<file path="src/rtl/video_tpg_pkg.sv">
// video_tpg_pkg: shared types and constants for the video test-pattern generator.
// Pattern and FSM state enums plus the colour-bar table as 3-bit {b,g,r} on/off
// flags (each flag expands to a full-scale or zero component).
package video_tpg_pkg;

    typedef enum logic [1:0] {
        TPG_SOLID = 2'd0,
        TPG_BARS  = 2'd1,
        TPG_RAMP  = 2'd2,
        TPG_CHECK = 2'd3
    } tpg_pattern_e;

    typedef enum logic {
        ST_IDLE = 1'b0,
        ST_RUN  = 1'b1
    } tpg_state_e;

    // Entry i is bar i from the left; bit 2 = blue, bit 1 = green, bit 0 = red.
    // Order: white, yellow, cyan, green, magenta, red, blue, black.
    localparam logic [7:0][2:0] BAR_TABLE = {
        3'b000,  // 7 black
        3'b100,  // 6 blue
        3'b001,  // 5 red
        3'b101,  // 4 magenta
        3'b010,  // 3 green
        3'b110,  // 2 cyan
        3'b011,  // 1 yellow
        3'b111   // 0 white
    };

endpackage

</file>
<file path="src/rtl/video_timing_gen.sv">
// video_timing_gen: free-running h/v raster counters while run_i is high.
// Produces unregistered de/hs/vs decoded from the counters plus strobes for the
// first (h=0,v=0) and last (h=H_TOTAL-1,v=V_TOTAL-1) clock of the frame.
// Raster order per line/frame: active, front porch, sync, back porch.
module video_timing_gen #(
    parameter  int H_ACTIVE = 640,
    parameter  int H_FP     = 16,
    parameter  int H_SYNC   = 96,
    parameter  int H_BP     = 48,
    parameter  int V_ACTIVE = 480,
    parameter  int V_FP     = 10,
    parameter  int V_SYNC   = 2,
    parameter  int V_BP     = 33,
    localparam int H_TOTAL  = H_ACTIVE + H_FP + H_SYNC + H_BP,
    localparam int V_TOTAL  = V_ACTIVE + V_FP + V_SYNC + V_BP,
    localparam int HW       = $clog2(H_TOTAL),
    localparam int VW       = $clog2(V_TOTAL)
) (
    input  logic          clk,
    input  logic          rst_n,
    input  logic          run_i,
    output logic [HW-1:0] h_o,
    output logic [VW-1:0] v_o,
    output logic          de_o,
    output logic          hs_o,
    output logic          vs_o,
    output logic          frame_start_o,
    output logic          frame_end_o
);

    logic [HW-1:0] h_q;
    logic [VW-1:0] v_q;
    logic          h_last;
    logic          v_last;

    assign h_last = (h_q == HW'(H_TOTAL - 1));
    assign v_last = (v_q == VW'(V_TOTAL - 1));

    // Advance the raster one pixel per clock while running; wrap h then v.
    always_ff @(posedge clk or negedge rst_n) begin
        if (!rst_n) begin
            h_q <= '0;
            v_q <= '0;
        end else if (run_i) begin
            if (h_last) begin
                h_q <= '0;
                v_q <= v_last ? '0 : v_q + VW'(1);
            end else begin
                h_q <= h_q + HW'(1);
            end
        end
    end

    assign h_o           = h_q;
    assign v_o           = v_q;
    assign de_o          = (int'(h_q) < H_ACTIVE) && (int'(v_q) < V_ACTIVE);
    assign hs_o          = (int'(h_q) >= H_ACTIVE + H_FP) && (int'(h_q) < H_ACTIVE + H_FP + H_SYNC);
    assign vs_o          = (int'(v_q) >= V_ACTIVE + V_FP) && (int'(v_q) < V_ACTIVE + V_FP + V_SYNC);
    assign frame_start_o = (h_q == '0) && (v_q == '0);
    assign frame_end_o   = h_last && v_last;

endmodule

</file>
<file path="src/rtl/video_tpg.sv">
// video_tpg: raster timing plus selectable RGB test pattern, output {b,g,r}.
// Start/stop requests on en_i only take effect at frame boundaries; pattern and
// colour are captured on the first clock of each frame. Every output is
// registered one clock behind the raster counters.
// Optional build macro VIDEO_TPG_MOTION_EN: adds a 16-bit frame counter that
// offsets x for the ramp and checkerboard patterns (scroll 1 px per frame).
module video_tpg
    import video_tpg_pkg::*;
#(
    parameter  int PIXEL_WIDTH = 8,
    parameter  int H_ACTIVE    = 640,
    parameter  int H_FP        = 16,
    parameter  int H_SYNC      = 96,
    parameter  int H_BP        = 48,
    parameter  int V_ACTIVE    = 480,
    parameter  int V_FP        = 10,
    parameter  int V_SYNC      = 2,
    parameter  int V_BP        = 33,
    localparam int DW          = 3 * PIXEL_WIDTH
) (
    input  logic          clk,
    input  logic          rst_n,
    input  logic          en_i,
    input  logic [1:0]    pattern_i,
    input  logic [DW-1:0] color_i,
    output logic [DW-1:0] do_o,
    output logic          de_o,
    output logic          hs_o,
    output logic          vs_o,
    output logic          busy_o
);

    localparam int H_TOTAL = H_ACTIVE + H_FP + H_SYNC + H_BP;
    localparam int V_TOTAL = V_ACTIVE + V_FP + V_SYNC + V_BP;
    localparam int HW      = $clog2(H_TOTAL);
    localparam int VW      = $clog2(V_TOTAL);
    // x position needs the ramp bits and bit 3 for the checkerboard cells.
    localparam int XW      = (PIXEL_WIDTH > 4) ? PIXEL_WIDTH : 4;

    tpg_state_e    state_q;
    logic          busy_q;
    logic          run;

    logic [HW-1:0] h_cnt;
    logic [VW-1:0] v_cnt;
    logic          de_t;
    logic          hs_t;
    logic          vs_t;
    logic          frame_start;
    logic          frame_end;

    tpg_pattern_e  pattern_q;
    logic [DW-1:0] color_q;
    tpg_pattern_e  pat_sel;
    logic [DW-1:0] color_sel;

    logic [XW-1:0] x_pos;
    logic          y_cell;
    logic [2:0]    bar_rgb;
    logic [DW-1:0] pix_d;

    logic [DW-1:0] do_q;
    logic          de_q;
    logic          hs_q;
    logic          vs_q;

    assign run = (state_q == ST_RUN);

    video_timing_gen #(
        .H_ACTIVE (H_ACTIVE),
        .H_FP     (H_FP),
        .H_SYNC   (H_SYNC),
        .H_BP     (H_BP),
        .V_ACTIVE (V_ACTIVE),
        .V_FP     (V_FP),
        .V_SYNC   (V_SYNC),
        .V_BP     (V_BP)
    ) u_timing (
        .clk           (clk),
        .rst_n         (rst_n),
        .run_i         (run),
        .h_o           (h_cnt),
        .v_o           (v_cnt),
        .de_o          (de_t),
        .hs_o          (hs_t),
        .vs_o          (vs_t),
        .frame_start_o (frame_start),
        .frame_end_o   (frame_end)
    );

    // Run/idle control: start on request from idle, stop only on the last clock of a frame.
    always_ff @(posedge clk or negedge rst_n) begin
        if (!rst_n) begin
            state_q <= ST_IDLE;
            busy_q  <= 1'b0;
        end else begin
            case (state_q)
                ST_IDLE: begin
                    if (en_i) begin
                        state_q <= ST_RUN;
                        busy_q  <= 1'b1;
                    end
                end
                ST_RUN: begin
                    if (frame_end && !en_i) begin
                        state_q <= ST_IDLE;
                        busy_q  <= 1'b0;
                    end
                end
                default: begin
                    state_q <= ST_IDLE;
                    busy_q  <= 1'b0;
                end
            endcase
        end
    end

    // Capture pattern and colour on the first clock of each frame.
    always_ff @(posedge clk or negedge rst_n) begin
        if (!rst_n) begin
            pattern_q <= TPG_SOLID;
            color_q   <= '0;
        end else if (run && frame_start) begin
            pattern_q <= tpg_pattern_e'(pattern_i);
            color_q   <= color_i;
        end
    end

    // The first pixel of a frame must already use the new selection, so bypass the latch there.
    assign pat_sel   = frame_start ? tpg_pattern_e'(pattern_i) : pattern_q;
    assign color_sel = frame_start ? color_i : color_q;

`ifdef VIDEO_TPG_MOTION_EN
    logic [15:0] frame_cnt_q;

    // Frame counter drives the scroll offset; it steps on every completed frame.
    always_ff @(posedge clk or negedge rst_n) begin
        if (!rst_n) begin
            frame_cnt_q <= '0;
        end else if (run && frame_end) begin
            frame_cnt_q <= frame_cnt_q + 16'd1;
        end
    end

    assign x_pos = XW'(h_cnt) + XW'(frame_cnt_q);
`else
    assign x_pos = XW'(h_cnt);
`endif

    assign y_cell  = ((int'(v_cnt) >> 3) & 1) == 1;
    assign bar_rgb = BAR_TABLE[3'((int'(h_cnt) * 8) / H_ACTIVE)];

    // Pixel for the current raster position; blanked outside the active area.
    always_comb begin
        pix_d = '0;
        case (pat_sel)
            TPG_SOLID: pix_d = color_sel;
            TPG_BARS:  pix_d = {{PIXEL_WIDTH{bar_rgb[2]}},
                                {PIXEL_WIDTH{bar_rgb[1]}},
                                {PIXEL_WIDTH{bar_rgb[0]}}};
            TPG_RAMP:  pix_d = {3{x_pos[PIXEL_WIDTH-1:0]}};
            TPG_CHECK: pix_d = {DW{x_pos[3] ^ y_cell}};
            default:   pix_d = '0;
        endcase
        if (!de_t) begin
            pix_d = '0;
        end
    end

    // Output register: one clock behind the counters, all zero while idle.
    always_ff @(posedge clk or negedge rst_n) begin
        if (!rst_n) begin
            do_q <= '0;
            de_q <= 1'b0;
            hs_q <= 1'b0;
            vs_q <= 1'b0;
        end else if (run) begin
            do_q <= pix_d;
            de_q <= de_t;
            hs_q <= hs_t;
            vs_q <= vs_t;
        end else begin
            do_q <= '0;
            de_q <= 1'b0;
            hs_q <= 1'b0;
            vs_q <= 1'b0;
        end
    end

    assign do_o   = do_q;
    assign de_o   = de_q;
    assign hs_o   = hs_q;
    assign vs_o   = vs_q;
    assign busy_o = busy_q;

endmodule
</file>
<file path="config.mk">
export PLATFORM = sky130hd
export DESIGN_NAME = video_tpg
export DESIGN_NICKNAME = d
export VERILOG_FILES = /design/src/rtl/video_tpg_pkg.sv /design/src/rtl/video_timing_gen.sv /design/src/rtl/video_tpg.sv
export SDC_FILE = /design/constraint.sdc
export NUM_CORES = 1
export LEC_CHECK = 0
export ABC_AREA = 0
export CORE_UTILIZATION = 45
export CTS_CLUSTER_DIAMETER = 50
export DETAILED_ROUTE_END_ITERATION = 10
export MAX_ROUTING_LAYER = met4
export PLACE_DENSITY = 0.65
export SLEW_MARGIN = 20
export SYNTH_ARGS = -nofsm -noshare
export SYNTH_HDL_FRONTEND = slang
export SYNTH_SLANG_ARGS = --single-unit
</file>
<file path="constraint.sdc">
create_clock -name clk -period 4.6 [get_ports clk]
set_input_delay 0.46 -clock clk [delete_from_list [all_inputs] [get_ports clk]]
set_output_delay 0.46 -clock clk [all_outputs]
set_load 0.005 [all_outputs]
</file>
-- Word-level counts from Yosys, hierarchy flattened
Memories as Yosys holds them, arrays and structs flattened.
Index checks and enable logic that the tools add are counted.
- memory bits (read-only): 24
- output and inout bits: 28
- memories: 1
- input bits: 29
- register bits after elaboration: 75
- divide/modulo/power cells: 1
- mux-type cells: 18
- bitwise gates (word level): 2
- add/sub/neg operators: 2
- reductions and logical operators: 13
- order comparisons: 7
- equal/unequal tests: 7
- memories (memory ; words ; width ; read ports ; clocked after memory_dff ; write ports ; RTL line ; RTL):
    (no name shown) ; 8 ; 3 ; 1 ; 0 ; 0 ; video_tpg.sv:151 ; assign bar_rgb = BAR_TABLE[3'((int'(h_cnt) * 8) / H_ACTIVE)];
- operators by type and width (kind ; number):
    case mux 24 bit (4 select lines) ; 1
    two-way mux 24 bit ; 3
    divider 14 x 11 -> 32 bit, second input constant ; 1
    adder 10 x 1 -> 10 bit, second input constant ; 2
    equality test 10 bit, second input constant ; 2
    logical NOT 10 bit ; 2
    < comparator 10 bit, second input constant ; 2
    < comparator 10 x 9 -> 1 bit, second input constant ; 2
    two-way mux 10 bit ; 2
    greater-or-equal comparator 10 bit, second input constant ; 1
    greater-or-equal comparator 10 x 9 -> 1 bit, second input constant ; 1
    logical AND 1 bit ; 7
    two-way mux 1 bit ; 7
    two-way mux 3 bit ; 2
    < comparator 3 x 5 -> 1 bit, second input constant ; 1
    equality test 2 bit, second input constant ; 2
    case mux 1 bit (2 select lines) ; 2
    AND reduction 2 bit ; 2
    equality test 2 x 1 -> 1 bit, second input constant ; 1
    logical NOT 2 bit ; 1
    two-way mux 2 bit ; 1
    inequality test 2 x 1 -> 1 bit, second input constant ; 1
    inequality test 2 bit, second input constant ; 1
    logical NOT 1 bit ; 1
    other kinds (2) ; 2

-- Depth between registers and ports, before layout
- word-level depth: 7
- gate-level depth with buffers: 12
- depth with buffers taken out: 11

-- Hierarchy
A second synthesis with hierarchy kept.
- cell total of the unflattened synthesis: 338
- area total of the unflattened synthesis: 3921.3 um^2
- by module, submodules not included (module ; cells each ; area an instance (um^2) ; times used ; sequential area each (um^2)):
    video_tpg ; 219 ; 2755.1 ; 1 ; 1376.3
    video_timing_gen ; 119 ; 1166.1 ; 1 ; 500.5

-- Least setup slack after synthesis
OpenSTA, ideal clock, no wires.
- path kind: register to register
- from: register u_timing.h_q[0] (netlist: u_timing.h_o[0])
- to: register do_q[16] (netlist: do_o[16])
- data arrival time: 3.265 ns
- setup slack: 1.241 ns
- period minus slack after synthesis: 3.359 ns
- setup time: 0.094 ns
- required time: 4.506 ns
- stages on the path, launching flop included: 13
- cell sequence: dfrtp_1 inv_1 ha_1 or4b_4 buf_6 or4_4 and3_4 nand3_2 and3_4 o311ai_2 nor4_4 o211ai_4 a221oi_2
- longest elaborated chain between the ends: 7
- elaborated cells between the ends (all ways): 17
- those cells by class: div: 1; order compare: 1; eq/ne: 3; mux: 7; reduce/logical: 4; memory: 1
- ends and longest elaborated chain (what ; RTL line ; RTL):
    start, declared ; video_timing_gen.sv:31 ; logic [HW-1:0] h_q;
    start signal, assigned ; video_timing_gen.sv:49 ; h_q <= h_q + HW'(1);
    divider 14 x 11 -> 32 bit or logical NOT 10 bit (tied branches) ; video_tpg.sv:151, video_timing_gen.sv:59 ;
    memory read (8 x 3 bit) or logical AND 1 bit (tied branches) ; -- ;
    two-way mux 3 bit (implied by the code) or two-way mux 2 bit (tied branches) ; video_tpg.sv:151, video_tpg.sv:130 ;
    two-way mux 3 bit (implied by the code), or another cell as far along ; video_tpg.sv:151 ;
    case mux 24 bit (4 select lines) ; video_tpg.sv:156 ; case (pat_sel)
    two-way mux 24 bit * ; video_tpg.sv:165 ; if (!de_t) begin
    two-way mux 24 bit * ; video_tpg.sv:177 ; end else if (run) begin
    end signal, assigned ; video_tpg.sv:178 ; do_q <= pix_d;
    end, declared ; video_tpg.sv:62 ; logic [DW-1:0] do_q;
Every way passes the cells marked *; elsewhere a longest branch is shown, timed or not. The select of a mux whose other input is x is not followed.
A chain may end at the register's enable or synchronous reset.

-- Final worst setup path
- from: register u_timing.h_q[0] (netlist: u_timing.h_o[0])
- to: register do_q[3] (netlist: do_o[3])
The elaborated chain is that of the path after synthesis.

==> flow_summary_export.csv <==
group,metric,value,unit
drt,wl_per_cell,17.7,µm
critical_path,cp-end-kind,"register",
timing,layout_setup_ws,0.619,ns
power_and_ir_drop,p_leak,2.24,nW
clock_network,cts_tree,"built",
power_and_ir_drop,combPwrFrac,0.500,
synthesis,yosysUniqueCellTypes,68,
timing,tightestPinTransition,0.955,ns
timing,fin_skew,0.0186,ns
flow_run,drv_cap,0,
critical_path,arrival,4.25,ns
hold_path,hp-class,"in2async",
floorplanning,die_w,103,µm
synthesis,netlist_instances,457,
cells_and_area,ff_latch_area,1880,µm²
cells_and_area,areaGrowthSynthToFinish,18.4,%
timing,setup_viol,0,
critical_path,crit_type,"reg2reg",
synthesis,synthesis.nets,492,
timing,slew_headroom,0.364,
timing,hold_viol,0,
critical_path,endpoint,"do_o[3]$_DFF_PN0_",
cells_and_area,num_antenna_cells,0,
floorplanning,ios,57,
clock_network,clk_latency,0.37,ns
global_route,grt_usage,0.239,
clock_network,clockBufferDepth,2,
critical_path,worstPathRequired,4.86,ns
drt,drtPass1Iterations,6,
timing,max_freq,251,MHz
cells_and_area,multi_input_area,2520,µm²
floorplanning,num_rows,36,
placed_design,place_hpwl,8040,µm
synthesis,avgSynthCellArea,10.0,µm²
timing,hold_slack,0.220,ns
timing,slew_viol_final,0,
clock_network,post_cts_buffers,0,
status,outcome,"complete, no violations",
timing,min_period,3.98,ns
clock_network,cts_hold_buf,0,
synthesis,ys_seq_area_frac,0.411,
power_and_ir_drop,vdd_drop_max,0.275,mV
clock_network,cts_sinks,75,
power_and_ir_drop,p_per_area,587,nW/µm²
placed_design,dp_slack,0.672,ns
global_route,first_global_vias,3621,
timing,period_share,0.865,
drt,vias,3765,
floorplanning,coreArea,9820,µm²
cells_and_area,final_common_cell,"dfrtp_1",
floorplanning,die_area,10600,µm²
drt,drc,0,
timing,rsz0062_at_grt,"no",
synthesis,syn_area,4570,µm²
global_route,overflow,0,
critical_path,critPathMaxFanout,12,
drt,via_per_inst,5.88,
power_and_ir_drop,p_int,1.92,mW
critical_path,r2r_slack,0.62,ns
clock_network,cts-root-buf,"clkbuf_8",
global_route,grt_start_max_net_pins,76,
critical_path,worst_setup_path_start_kind,"register",
cells_and_area,fillers,900,
global_route,grt_pass1_wl,18700,µm
clock_network,htree_levels,3,
power_and_ir_drop,p_sw_frac,0.395,
critical_path,reg2reg_to,"do_o[3]$_DFF_PN0_",
synthesis,synth_top_area_cell,"dfrtp_1",
placed_design,io_buffers,56,
critical_path,reg2reg_depth,11,
floorplanning,die_y,103,µm
timing,setup_tns,0,ns
drt,final_antenna_net_count,0,
clock_network,cts.clk_slew.worst_paths,0.09,ns
clock_network,numCtsBuffers,9,
power_and_ir_drop,seqPwrFrac,0.346,
power_and_ir_drop,p_clk_frac,0.153,
synthesis,synth_top_area_share,0.411,
synthesis,ys_seq_elements,75,
synthesis,synth_edf_count,0,
cells_and_area,nets,537,
synthesis,ys_async_sr_fraction,1.00,
synthesis,synthFlopType,"dfrtp_1",
power_and_ir_drop,switchingPower,1.25,mW
drt,wl,11300,µm
floorplanning,start_util,0.465,
global_route,antenna_found_initial,0,
cells_and_area,layout-drive-gt1-share,0.181,
cells_and_area,final_cell_mix,"dfrtp_1 (75), clkdlybuf4s50_1 (55), nand2_1 (49)",
synthesis,synthTopCellsByArea,"dfrtp_1 (41%), mux2_2 (6.9%), nand2_1 (4.0%)",
drt,first_iter_violations,224,
critical_path,worstReg2RegStart,"u_timing.h_o[0]$_DFFE_PN0P_",
placed_design,globalplace.congestion,0.909,
synthesis,yosys_warnings,0,
critical_path,crit_start,"u_timing.h_o[0]$_DFFE_PN0P_",
clock_network,ctsResizeCount,0,
-- registers in the layout, indices dropped and copies added (netlist names) --
signal        count
busy_o            1
color_q          24
de_o              1
do_o             24
hs_o              1
pattern_q         2
run               1
u_timing.h_o     10
u_timing.v_o     10
vs_o              1
-- cell families after synthesis --
family / Yosys count / synth area share
AOI/OAI and AO/OA: 111 / 0.199
adders and majority gates: 6 / 0.0164
DFF: 75 / 0.411
and+or+nand+nor: 157 / 0.191
buffers and inverters: 44 / 0.0397
muxes: 45 / 0.107
xor gates and xnor gates: 19 / 0.0364
-- worst min path at each step --
stage	from	end	slack [ns]	cells past startpoint
CTS	rst_n	color_q[2]$_DFFE_PN0P_	0.28	1
global placement	u_timing.v_o[8]$_DFFE_PN0P_	u_timing.v_o[8]$_DFFE_PN0P_	0.48	1
finish	rst_n	u_timing.v_o[0]$_DFFE_PN0P_	0.22	1
global route	rst_n	u_timing.v_o[0]$_DFFE_PN0P_	0.31	1
floorplan	rst_n	busy_o$_DFFE_PN0P_	0.16	0
detailed placement	u_timing.v_o[8]$_DFFE_PN0P_	u_timing.v_o[8]$_DFFE_PN0P_	0.48	1
-- layout make-up --
cell class	instances	area share
Multi-Input combinational cell	338	0.465
Sequential cell	75	0.347
Timing Repair Buffer	64	0.114
Tap cell	133	0.0307
Clock buffer	9	0.0229
Clock inverter	7	0.0106
Inverter	14	0.00971
-- synth_stat cells, drive strengths merged (4+ instances only) --
| cell | instances |
|---|---|
| nor2 | 20 |
| a211oi | 5 |
| a221oi | 24 |
| ha | 6 |
| nand2 | 49 |
| clkbuf | 26 |
| and2 | 5 |
| nor2b | 5 |
| and2b | 4 |
| xor2 | 6 |
| nor4 | 6 |
| mux2 | 29 |
| mux2i | 16 |
| o31ai | 7 |
| dfrtp | 75 |
| a21oi | 11 |
| nor3 | 9 |
| and3 | 8 |
| o21ai | 23 |
| o211ai | 5 |
| nand3 | 20 |
| nand4 | 9 |
| buf | 4 |
| a31oi | 7 |
| xnor2 | 13 |
| a31o | 7 |
| inv | 13 |
-- metrics by stage --
step                instance area [µm²]  total power, mW  cells   util
floorplan                          4570             2.14    457      -
global placement                   5230             2.67    624  0.533
detailed placement                 5230             2.70    624  0.533
CTS                                5410             3.20    640  0.551
global route                       5410             3.40    640  0.551
finish                             5410             3.17    640  0.551
-- layer usage --
metal / routed length [µm] / vias to the layer above / share of wire / track usage
met5: 0 / - / 0 / -
met2: 5090 / 94 / 0.45 / 0.339
li1: - / 1797 / - / -
met4: 218 / 0 / 0.019 / 0.0813
met1: 5540 / 1856 / 0.49 / 0.345
met3: 469 / 18 / 0.041 / 0.0380
-- worst max-delay path, cell delays in order, from the launching register on --
cell and delay [ns]:
dfrtp_1 0.45, inv_1 0.12, ha_1 0.28, nor4b_1 0.55, a21oi_1 0.15, o21ai_1 0.63, nand2_1 0.11, a31oi_1 0.49
nand4_2 0.29, a31oi_4 0.26, nand3_2 0.21, a221oi_1 0.35
-- power groups by stage --
stage | sequential (mW) | clock [mW] | combinational [mW]
floorplan | 1.04 | 0 | 1.09
global placement | 1.10 | 0 | 1.57
detailed placement | 1.11 | 0 | 1.59
CTS | 1.10 | 0.503 | 1.60
global route | 1.13 | 0.525 | 1.75
finish | 1.10 | 0.487 | 1.59
Power figures use the tool's default switching activity.
